**config.mk**
```make
export PLATFORM = sky130hd
export DESIGN_NAME = spi_master_ctrl
export DESIGN_NICKNAME = d
export VERILOG_FILES = /design/src/rtl/spi_pkg.sv /design/src/rtl/spi_frame_shifter.sv /design/src/rtl/spi_master_ctrl.sv
export SDC_FILE = /design/constraint.sdc
export NUM_CORES = 1
export LEC_CHECK = 0
export CORE_AREA = 2 2 46 91
export DETAILED_ROUTE_END_ITERATION = 7
export DIE_AREA = 0 0 48 93
export GPL_TIMING_DRIVEN = 0
export PLACE_DENSITY = 0.8
export SLEW_MARGIN = 20
export SYNTH_ARGS = -nofsm -noshare
export SYNTH_HDL_FRONTEND = slang
export SYNTH_SLANG_ARGS = --single-unit
```
**constraint.sdc**
```tcl
create_clock -name clk -period 1.65 [get_ports clk]
set_input_delay 0.33 -clock clk [delete_from_list [all_inputs] [get_ports clk]]
set_output_delay 0.33 -clock clk [all_outputs]
set_load 0.02 [all_outputs]
```
**src/rtl/spi_pkg.sv**
```systemverilog
// Shared definitions for the SPI master: command codes, FSM encoding and
// default frame geometry.
package spi_pkg;

  localparam int DEF_FRAME_W = 10;
  localparam int DEF_DATA_W  = 8;
  localparam int CNT_W       = 4;

  localparam logic [1:0] CMD_WR_ADDR = 2'b00;
  localparam logic [1:0] CMD_WR_DATA = 2'b01;
  localparam logic [1:0] CMD_RD_ADDR = 2'b10;
  localparam logic [1:0] CMD_RD_DATA = 2'b11;

  typedef enum logic [2:0] {
    S_IDLE    = 3'd0,
    S_SHIFT   = 3'd1,
    S_TURN    = 3'd2,
    S_CAPTURE = 3'd3,
    S_GAP     = 3'd4
  } state_e;

  // Terminal-count load value for a phase lasting n cycles.
  function automatic logic [CNT_W-1:0] cnt_load(input int n);
    return CNT_W'(n - 1);
  endfunction

endpackage

```
**src/rtl/spi_frame_shifter.sv**
```systemverilog
// TX parallel-in/serial-out and RX serial-in/parallel-out registers sharing one
// 4-bit down counter whose done flag marks the last cycle of each phase.
module spi_frame_shifter
  import spi_pkg::*;
#(
  parameter int FRAME_W = DEF_FRAME_W,
  parameter int DATA_W  = DEF_DATA_W
) (
  input  logic               clk,
  input  logic               rst_n,
  input  logic               tx_load_i,
  input  logic [FRAME_W-1:0] tx_frame_i,
  input  logic               tx_shift_i,
  input  logic               rx_shift_i,
  input  logic               rx_bit_i,
  input  logic               cnt_load_i,
  input  logic [CNT_W-1:0]   cnt_val_i,
  input  logic               cnt_dec_i,
  output logic               tx_msb_o,
  output logic [DATA_W-1:0]  rx_next_o,
  output logic               cnt_done_o
);

  logic [FRAME_W-1:0] tx_q;
  logic [DATA_W-1:0]  rx_q;
  logic [CNT_W-1:0]   cnt_q;

  always_ff @(posedge clk) begin
    if (!rst_n) begin
      tx_q <= '0;
    end else if (tx_load_i) begin
      tx_q <= tx_frame_i;
    end else if (tx_shift_i) begin
      tx_q <= {tx_q[FRAME_W-2:0], 1'b0};
    end
  end

  always_ff @(posedge clk) begin
    if (!rst_n) begin
      rx_q <= '0;
    end else if (rx_shift_i) begin
      rx_q <= rx_next_o;
    end
  end

  // Holds at zero rather than wrapping if a decrement arrives at terminal count.
  always_ff @(posedge clk) begin
    if (!rst_n) begin
      cnt_q <= '0;
    end else if (cnt_load_i) begin
      cnt_q <= cnt_val_i;
    end else if (cnt_dec_i && (cnt_q != '0)) begin
      cnt_q <= cnt_q - 1'b1;
    end
  end

  assign tx_msb_o   = tx_q[FRAME_W-1];
  assign rx_next_o  = {rx_q[DATA_W-2:0], rx_bit_i};
  assign cnt_done_o = (cnt_q == '0);

endmodule

```
**src/rtl/spi_master_ctrl.sv**
```systemverilog
// Host-side SPI master: accepts one command frame per handshake, shifts it out
// MSB-first and, for read-data commands, captures the slave's response byte.
//
// state   | meaning
// IDLE    | cmd_ready high, waiting for a frame
// SHIFT   | SS_n low, frame bits on MOSI MSB-first
// TURN    | SS_n low, MOSI low, slave turnaround before read data
// CAPTURE | SS_n low, MISO sampled into RX register
// GAP     | SS_n high, minimum deselect time before next frame
module spi_master_ctrl
  import spi_pkg::*;
#(
  parameter int FRAME_W = DEF_FRAME_W,
  parameter int DATA_W  = DEF_DATA_W,
  parameter int RD_TURN = 2,
  parameter int GAP     = 1
) (
  input  logic               clk,
  input  logic               rst_n,
  input  logic               cmd_valid,
  output logic               cmd_ready,
  input  logic [FRAME_W-1:0] cmd_frame,
  output logic [DATA_W-1:0]  rd_data,
  output logic               rd_valid,
  output logic               busy,
  output logic               SS_n,
  output logic               MOSI,
  input  logic               MISO
);

  localparam logic [CNT_W-1:0] LD_FRAME = cnt_load(FRAME_W);
  localparam logic [CNT_W-1:0] LD_TURN  = cnt_load(RD_TURN);
  localparam logic [CNT_W-1:0] LD_DATA  = cnt_load(DATA_W);
  localparam logic [CNT_W-1:0] LD_GAP   = cnt_load(GAP);

  state_e state_q, state_d;
  logic   is_rd_q, is_rd_d;
  logic [DATA_W-1:0] rd_data_q, rd_data_d;
  logic   rd_valid_q;

  logic             tx_load, tx_shift, rx_shift;
  logic             cnt_load_en, cnt_dec, cnt_done;
  logic [CNT_W-1:0] cnt_val;
  logic             tx_msb;
  logic [DATA_W-1:0] rx_next;
  logic             rd_done;

  spi_frame_shifter #(
    .FRAME_W (FRAME_W),
    .DATA_W  (DATA_W)
  ) u_shifter (
    .clk        (clk),
    .rst_n      (rst_n),
    .tx_load_i  (tx_load),
    .tx_frame_i (cmd_frame),
    .tx_shift_i (tx_shift),
    .rx_shift_i (rx_shift),
    .rx_bit_i   (MISO),
    .cnt_load_i (cnt_load_en),
    .cnt_val_i  (cnt_val),
    .cnt_dec_i  (cnt_dec),
    .tx_msb_o   (tx_msb),
    .rx_next_o  (rx_next),
    .cnt_done_o (cnt_done)
  );

  always_ff @(posedge clk) begin
    if (!rst_n) begin
      state_q    <= S_IDLE;
      is_rd_q    <= 1'b0;
      rd_data_q  <= '0;
      rd_valid_q <= 1'b0;
    end else begin
      state_q    <= state_d;
      is_rd_q    <= is_rd_d;
      rd_data_q  <= rd_data_d;
      rd_valid_q <= rd_done;
    end
  end

  always_comb begin
    state_d     = state_q;
    is_rd_d     = is_rd_q;
    tx_load     = 1'b0;
    tx_shift    = 1'b0;
    rx_shift    = 1'b0;
    cnt_load_en = 1'b0;
    cnt_val     = '0;
    cnt_dec     = 1'b0;
    rd_done     = 1'b0;

    unique case (state_q)
      S_IDLE: begin
        if (cmd_valid) begin
          tx_load     = 1'b1;
          cnt_load_en = 1'b1;
          cnt_val     = LD_FRAME;
          is_rd_d     = (cmd_frame[FRAME_W-1 -: 2] == CMD_RD_DATA);
          state_d     = S_SHIFT;
        end
      end
      S_SHIFT: begin
        if (cnt_done) begin
          cnt_load_en = 1'b1;
          if (is_rd_q) begin
            cnt_val = LD_TURN;
            state_d = S_TURN;
          end else begin
            cnt_val = LD_GAP;
            state_d = S_GAP;
          end
        end else begin
          tx_shift = 1'b1;
          cnt_dec  = 1'b1;
        end
      end
      S_TURN: begin
        if (cnt_done) begin
          cnt_load_en = 1'b1;
          cnt_val     = LD_DATA;
          state_d     = S_CAPTURE;
        end else begin
          cnt_dec = 1'b1;
        end
      end
      S_CAPTURE: begin
        rx_shift = 1'b1;
        if (cnt_done) begin
          rd_done     = 1'b1;
          cnt_load_en = 1'b1;
          cnt_val     = LD_GAP;
          state_d     = S_GAP;
        end else begin
          cnt_dec = 1'b1;
        end
      end
      S_GAP: begin
        if (cnt_done) begin
          state_d = S_IDLE;
        end else begin
          cnt_dec = 1'b1;
        end
      end
      default: state_d = S_IDLE;
    endcase
  end

  // The final MISO bit is folded in directly so rd_data lands with rd_valid.
  assign rd_data_d = rd_done ? rx_next : rd_data_q;

  assign cmd_ready = (state_q == S_IDLE) && rst_n;
  assign busy      = (state_q != S_IDLE);
  assign SS_n      = !((state_q == S_SHIFT) || (state_q == S_TURN) || (state_q == S_CAPTURE));
  assign MOSI      = (state_q == S_SHIFT) && tx_msb;
  assign rd_data   = rd_data_q;
  assign rd_valid  = rd_valid_q;

endmodule
```
; After elaboration in Yosys (flattened, before gate mapping)
; Index checks and enable logic that the tools add are counted.
[classes]
add_sub_neg = 1
n_mul = 0
div = 0
order_cmp = 0
eq_ne = 10
n_shift = 0
n_mux = 25
bitwise = 0
n_reduce_logical = 16
[ops]
columns = operator, count
row1 = 2-to-1 mux 3 bit, 7
row2 = 2-to-1 mux 10 bit, 2
row3 = one-hot mux 3 bit (5 select lines), 1
row4 = 2-to-1 mux 4 bit, 3
row5 = one-hot mux 4 bit (3 select lines), 1
row6 = 2-to-1 mux 1 bit, 10
row7 = inequality test 2 bit (second input constant), 5
row8 = == test 3 x 2 -> 1 bit (second input constant), 2
row9 = AND reduction 5 bit, 1
row10 = logical NOT 4 bit, 1
row11 = nonzero test 2 bit, 2
row12 = nonzero test 4 bit, 1
row13 = OR reduction 4 bit, 1
row14 = subtractor 4 x 1 -> 4 bit (second input constant), 1
row15 = == test 3 x 1 -> 1 bit (second input constant), 1
row16 = == test 3 bit (second input constant), 1
row17 = logical AND 1 bit, 3
row18 = logical NOT 3 bit, 1
row19 = nonzero test 3 bit, 1
row20 = OR reduction 3 bit, 1
row21 = == test 2 bit (second input constant), 1
row22 = logical OR 1 bit, 2
row23 = one-hot mux 1 bit (2 select lines), 1
row24 = AND reduction 2 bit, 1
row25 = logical NOT 1 bit, 1
[word_totals]
ff_bits = 34
latchBits = 0
mem_bits_rw = 0
romBits = 0
input_bits = 14
output_inout_bits = 13
elab_cells = 59
memories = 0

; Longest topological paths before layout
[logic_depth]
ltp_word = 6
ltp_mapped = 7
ltp_nobuf = 6

; Cells and area by module
; A second synthesis with hierarchy kept.
[unflattened]
hier_cells = 173
area_unflattened_um2 = 1645.3
[by_module_without_submodules]
columns = module, n_inst, cells_each, area_each_um2, seq_area_each_um2
row1 = spi_frame_shifter, 1, 97, 962.2, 420.4
row2 = spi_master_ctrl, 1, 76, 683.2, 260.2

; Worst setup path before layout
; No wires, ideal clock.
[synth_path]
path_kind = register -> register
from = register u_shifter.cnt_q[0]
to = register u_shifter.tx_q[6]
setup_ns = 0.074
arrival_ns = 1.628
t_required_ns = 1.576
slack_ns = -0.053
stages_incl_launch_ff = 8
path_buffers = 1
period_less_slack_ns = 1.703
cell_sequence = dfxtp_1 -> inv_1 -> ha_1 -> nor3b_2 -> a2111oi_4 -> buf_6 -> o21ai_1 -> a31oi_1
[synth_via]
elab_chain_cells = 4
[synth_lines]
columns = item, line
row1 = start: declaration, spi_frame_shifter.sv:26  ; logic [CNT_W-1:0] cnt_q;
row2 = start signal: assignment, spi_frame_shifter.sv:51  ; cnt_q <= cnt_val_i;
row3 = start signal: assignment, spi_frame_shifter.sv:53  ; cnt_q <= cnt_q - 1'b1;
row4 = logical NOT 4 bit, spi_frame_shifter.sv:59  ; assign cnt_done_o = (cnt_q == '0);
row5 = 2-to-1 mux 1 bit, spi_master_ctrl.sv:103  ; if (cnt_done) begin
row6 = 2-to-1 mux 1 bit, spi_master_ctrl.sv:92  ; unique case (state_q)
row7 = nonzero test 2 bit (no source line), n/a
row8 = end signal: assignment, spi_frame_shifter.sv:32  ; tx_q <= tx_frame_i;
row9 = end signal: assignment, spi_frame_shifter.sv:34  ; tx_q <= {tx_q[FRAME_W-2:0], 1'b0};
row10 = end: declaration, spi_frame_shifter.sv:24  ; logic [FRAME_W-1:0] tx_q;
; No other way between the ends.
; A chain may end at the register's enable or synchronous reset.

; Worst setup path in the final report
[layout_path]
from = register u_shifter.cnt_q[0]
to = register state_q[2]
[layout_via]
elab_chain_cells = 3
word_cells_on_any_way = 6
classes_between = eq/ne: 4 / reduce/logical: 2
[layout_lines]
columns = item, line
row1 = logical NOT 4 bit *, spi_frame_shifter.sv:59
row2 = inequality test 2 bit (no source line), n/a
row3 = AND reduction 5 bit (no source line) *, n/a
row4 = end signal: assignment, spi_master_ctrl.sv:74  ; state_q <= state_d;
row5 = end: declaration, spi_master_ctrl.sv:36  ; state_e state_q, state_d;
; Mark *: on every way between the ends. The rest lies on a longest branch, timed or not.

==> results.sh <==
export IMPL_outcome="finished, violations left"
export IMPL_violations="negative setup slack"
export IMPL_endpoint_kind="register"
export IMPL_antenna_left=0
export IMPL_area_delta_synth_final_pct=38.07
export IMPL_hold_path_class="reg -> reg"
export IMPL_cts_root_buf="clkbuf_8"
export IMPL_wl_per_cell_um=14.93
export IMPL_rows=32
export IMPL_clk_latency_ns=0.29
export IMPL_die_h_um=93
export IMPL_clock_sinks=34
export IMPL_final_setup_viol_count=1
export IMPL_crit_chain="inv_2 > ha_4 > or3b_4 > buf_8 > or3_1 > a21boi_1"
export IMPL_final_nets=258
export IMPL_overflow=0
export IMPL_routed_wl_um=4403
export IMPL_routabilityCongestion=0.8487
export IMPL_dp_cells=276
export IMPL_regArea_um2=691.9
export IMPL_slowest_delay_ns=0.40
export IMPL_syn_num_nets=214
export IMPL_criticalPathCategory="reg -> reg"
export IMPL_grt_total_usage_pct=21.34
export IMPL_cp_max_fo=6
export IMPL_skew_ns=0.008226
export IMPL_core_um2=3804
export IMPL_diodes=0
export IMPL_first_iter_violations=57
export IMPL_power_density_nw_per_um2=1159
export IMPL_yosys_warnings=0
export IMPL_period_share_pct=100.5
export IMPL_critPathRequiredTime_ns=1.87
export IMPL_antenna_found_initial=0
export IMPL_final_layout_size_suffix_gt1_share_pct=22.13
export IMPL_syn_inst=199
export IMPL_synth_seq_cells=34
export IMPL_dp_hpwl_um=2754
export IMPL_period_needed_ns=1.659
export IMPL_synth_edf_count=0
export IMPL_fp_dieW_um=48
export IMPL_drv_cap=0
export IMPL_fin_cells=295
export IMPL_slew_violations=0
export IMPL_io_pins=27
export IMPL_worst_pin_slew_ns=0.4066
export IMPL_max_freq_ghz=0.6029
export IMPL_cts_tree="done"
export IMPL_h_tree_depth=2
export IMPL_syn_area_um2=1630
export IMPL_p_leak_uw=0.0008805
export IMPL_max_slew_margin_pct=72.90
export IMPL_clockBufferDepth=2
export IMPL_crit_slowest_cell="or3b_4"
export IMPL_start_util_pct=42.86
export IMPL_finalWorstSetupSlack_ns=-0.008772
export IMPL_cp_top_family="simple AND/OR/NAND/NOR gates"
export IMPL_path_clk_slew_ns=0.07
export IMPL_syn_avg_cell_area_um2=8.193
export IMPL_via_per_inst=5.427
export IMPL_path_buf_inv=2
export IMPL_grt_pass1_wl_um=6824
export IMPL_worst_setup_path_start_kind="register"
export IMPL_rsz0062_at_grt="yes"
export IMPL_drc=0
export IMPL_pre_cts_ws_ns=-0.8060
export IMPL_grt_max_degree=11
export IMPL_cts_made_buffers=5
export IMPL_yosysUniqueCellTypes=35
export IMPL_multi_input_area_um2=929.6
export IMPL_port_buffers=26
export IMPL_ir_worst_vdd_mv=0.5865
export IMPL_die_area_um2=4464
export IMPL_async_reset_ff_share_pct=0
export IMPL_synth_yosys_seq_area_share_pct=41.75
export IMPL_first_pass_iters=4
export IMPL_grt_pass1_vias=1579
export IMPL_ys_flop_type="dfxtp_1"
export IMPL_finalHoldViolations=0
export IMPL_holdWs_ns=0.4705
export IMPL_fill_cells=346
export IMPL_num_vias=1601
export IMPL_crit_arrival_ns=1.88
==> per-layer routing <==
metal	GRT usage (%)	part of all wire [%]
met5	0	0
met4	12.61	3.9
met3	3.668	3.6
met2	39.11	57
met1	19.44	35
==> registers in the layout, summed over array words and instances, names as in the netlist <==
register	cells
rd_data	8
u_shifter.cnt_q	4
u_shifter.rx_q	7
u_shifter.tx_q	10
is_rd_q	1
state_q	3
rd_valid	1
==> power breakdown <==
part	internal, µW	switching, µW
sequential	905	76.9
clock	422	311
combinational	438	456
==> metrics by stage <==
stage / TNS, ns / cell area (µm²) / total power [µW] / util, %
after floorplan: 0 / 1630 / 1418 / -
after global placement: -7.007 / 1954 / 1591 / 51.38
after detailed placement: -7.446 / 1954 / 1604 / 51.38
after CTS: 0 / 2195 / 2495 / 57.70
after global routing: -0.4321 / 2251 / 2732 / 59.18
final: -0.008772 / 2251 / 2608 / 59.18
==> repair_timing <==
action                                  in CTS  in global routing
pin swaps                                    3                  4
hold buffers                                 0                  0
endpoints found under the setup margin      28                 22
cloned                                       1                  2
buffers inserted                             7                  3
resized for setup                           49                 16
==> path summary, 6_finish.rpt <==
| check | startpoint | end | cells past startpoint | slack, ns |
|---|---|---|---|---|
| min | is_rd_q | is_rd_q | 2 | 0.47 |
| max reg2reg | u_shifter.cnt_q[0] | state_q[2] | 6 | -0.009 |
| min reg2reg | is_rd_q | is_rd_q | 2 | 0.47 |
| max | u_shifter.cnt_q[0] | state_q[2] | 6 | -0.009 |
==> placed cells by master (no fill, tap or decap), drive strengths merged, types with 2 or more instances in the layout <==
cell and count:
nor3b 4, a21oi 11, nand2 34, a31oi 8, nor2 8, buf 24
inv 4, and2 3, nor2b 9, mux2i 9, nor3 5, clkbuf 13
clkdlybuf4s50 20, nand4 2, dfxtp 34, a21boi 11, o21ai 22, dlygate4sd2 2
nand3 3, nand2b 6
==> worst reg2reg max path, delay by kind of cell, from the launching register on <==
family	cells	cell delay, ns
compound gates	1	0.13
simple gates	2	0.74
fa+ha+maj	1	0.16
flops	1	0.33
buf+inv	2	0.23
==> layout make-up <==
type	instances	share of cell area, %
Clock buffer	8	4.892
Multi-Input combinational cell	147	41.30
Buffer	13	4.947
Inverter	4	0.6670
Timing Repair Buffer	38	14.62
Tap cell	51	2.835
Sequential cell	34	30.74
==> cell families after synthesis <==
logic type | count (synthesis) | share of synthesized area, %
simple gates | 78 | 24.25
xor+xnor | 1 | 0.5373
fa+ha+maj | 1 | 0.7673
compound gates | 57 | 21.87
mux | 9 | 5.526
buf+inv | 19 | 5.295
flops | 34 | 41.75
==> Yosys cell counts, drive strengths merged (2+ instances only) <==
cell / count / area, µm²
nand2b: 6 / 37.54
nor2: 7 / 28.78
inv: 4 / 15.01
nor3b: 4 / 35.03
buf: 7 / 41.29
nor2b: 9 / 56.30
mux2i: 9 / 90.09
nand2: 34 / 127.6
nand3: 3 / 15.01
a31oi: 8 / 50.05
a21boi: 11 / 82.58
a21oi: 11 / 55.05
o21ai: 22 / 110.1
clkbuf: 8 / 30.03
dfxtp: 34 / 680.7
and2: 3 / 18.77
nand4: 2 / 12.51
nor3: 5 / 25.02
Note: power is estimated with default switching activity, not from simulation.
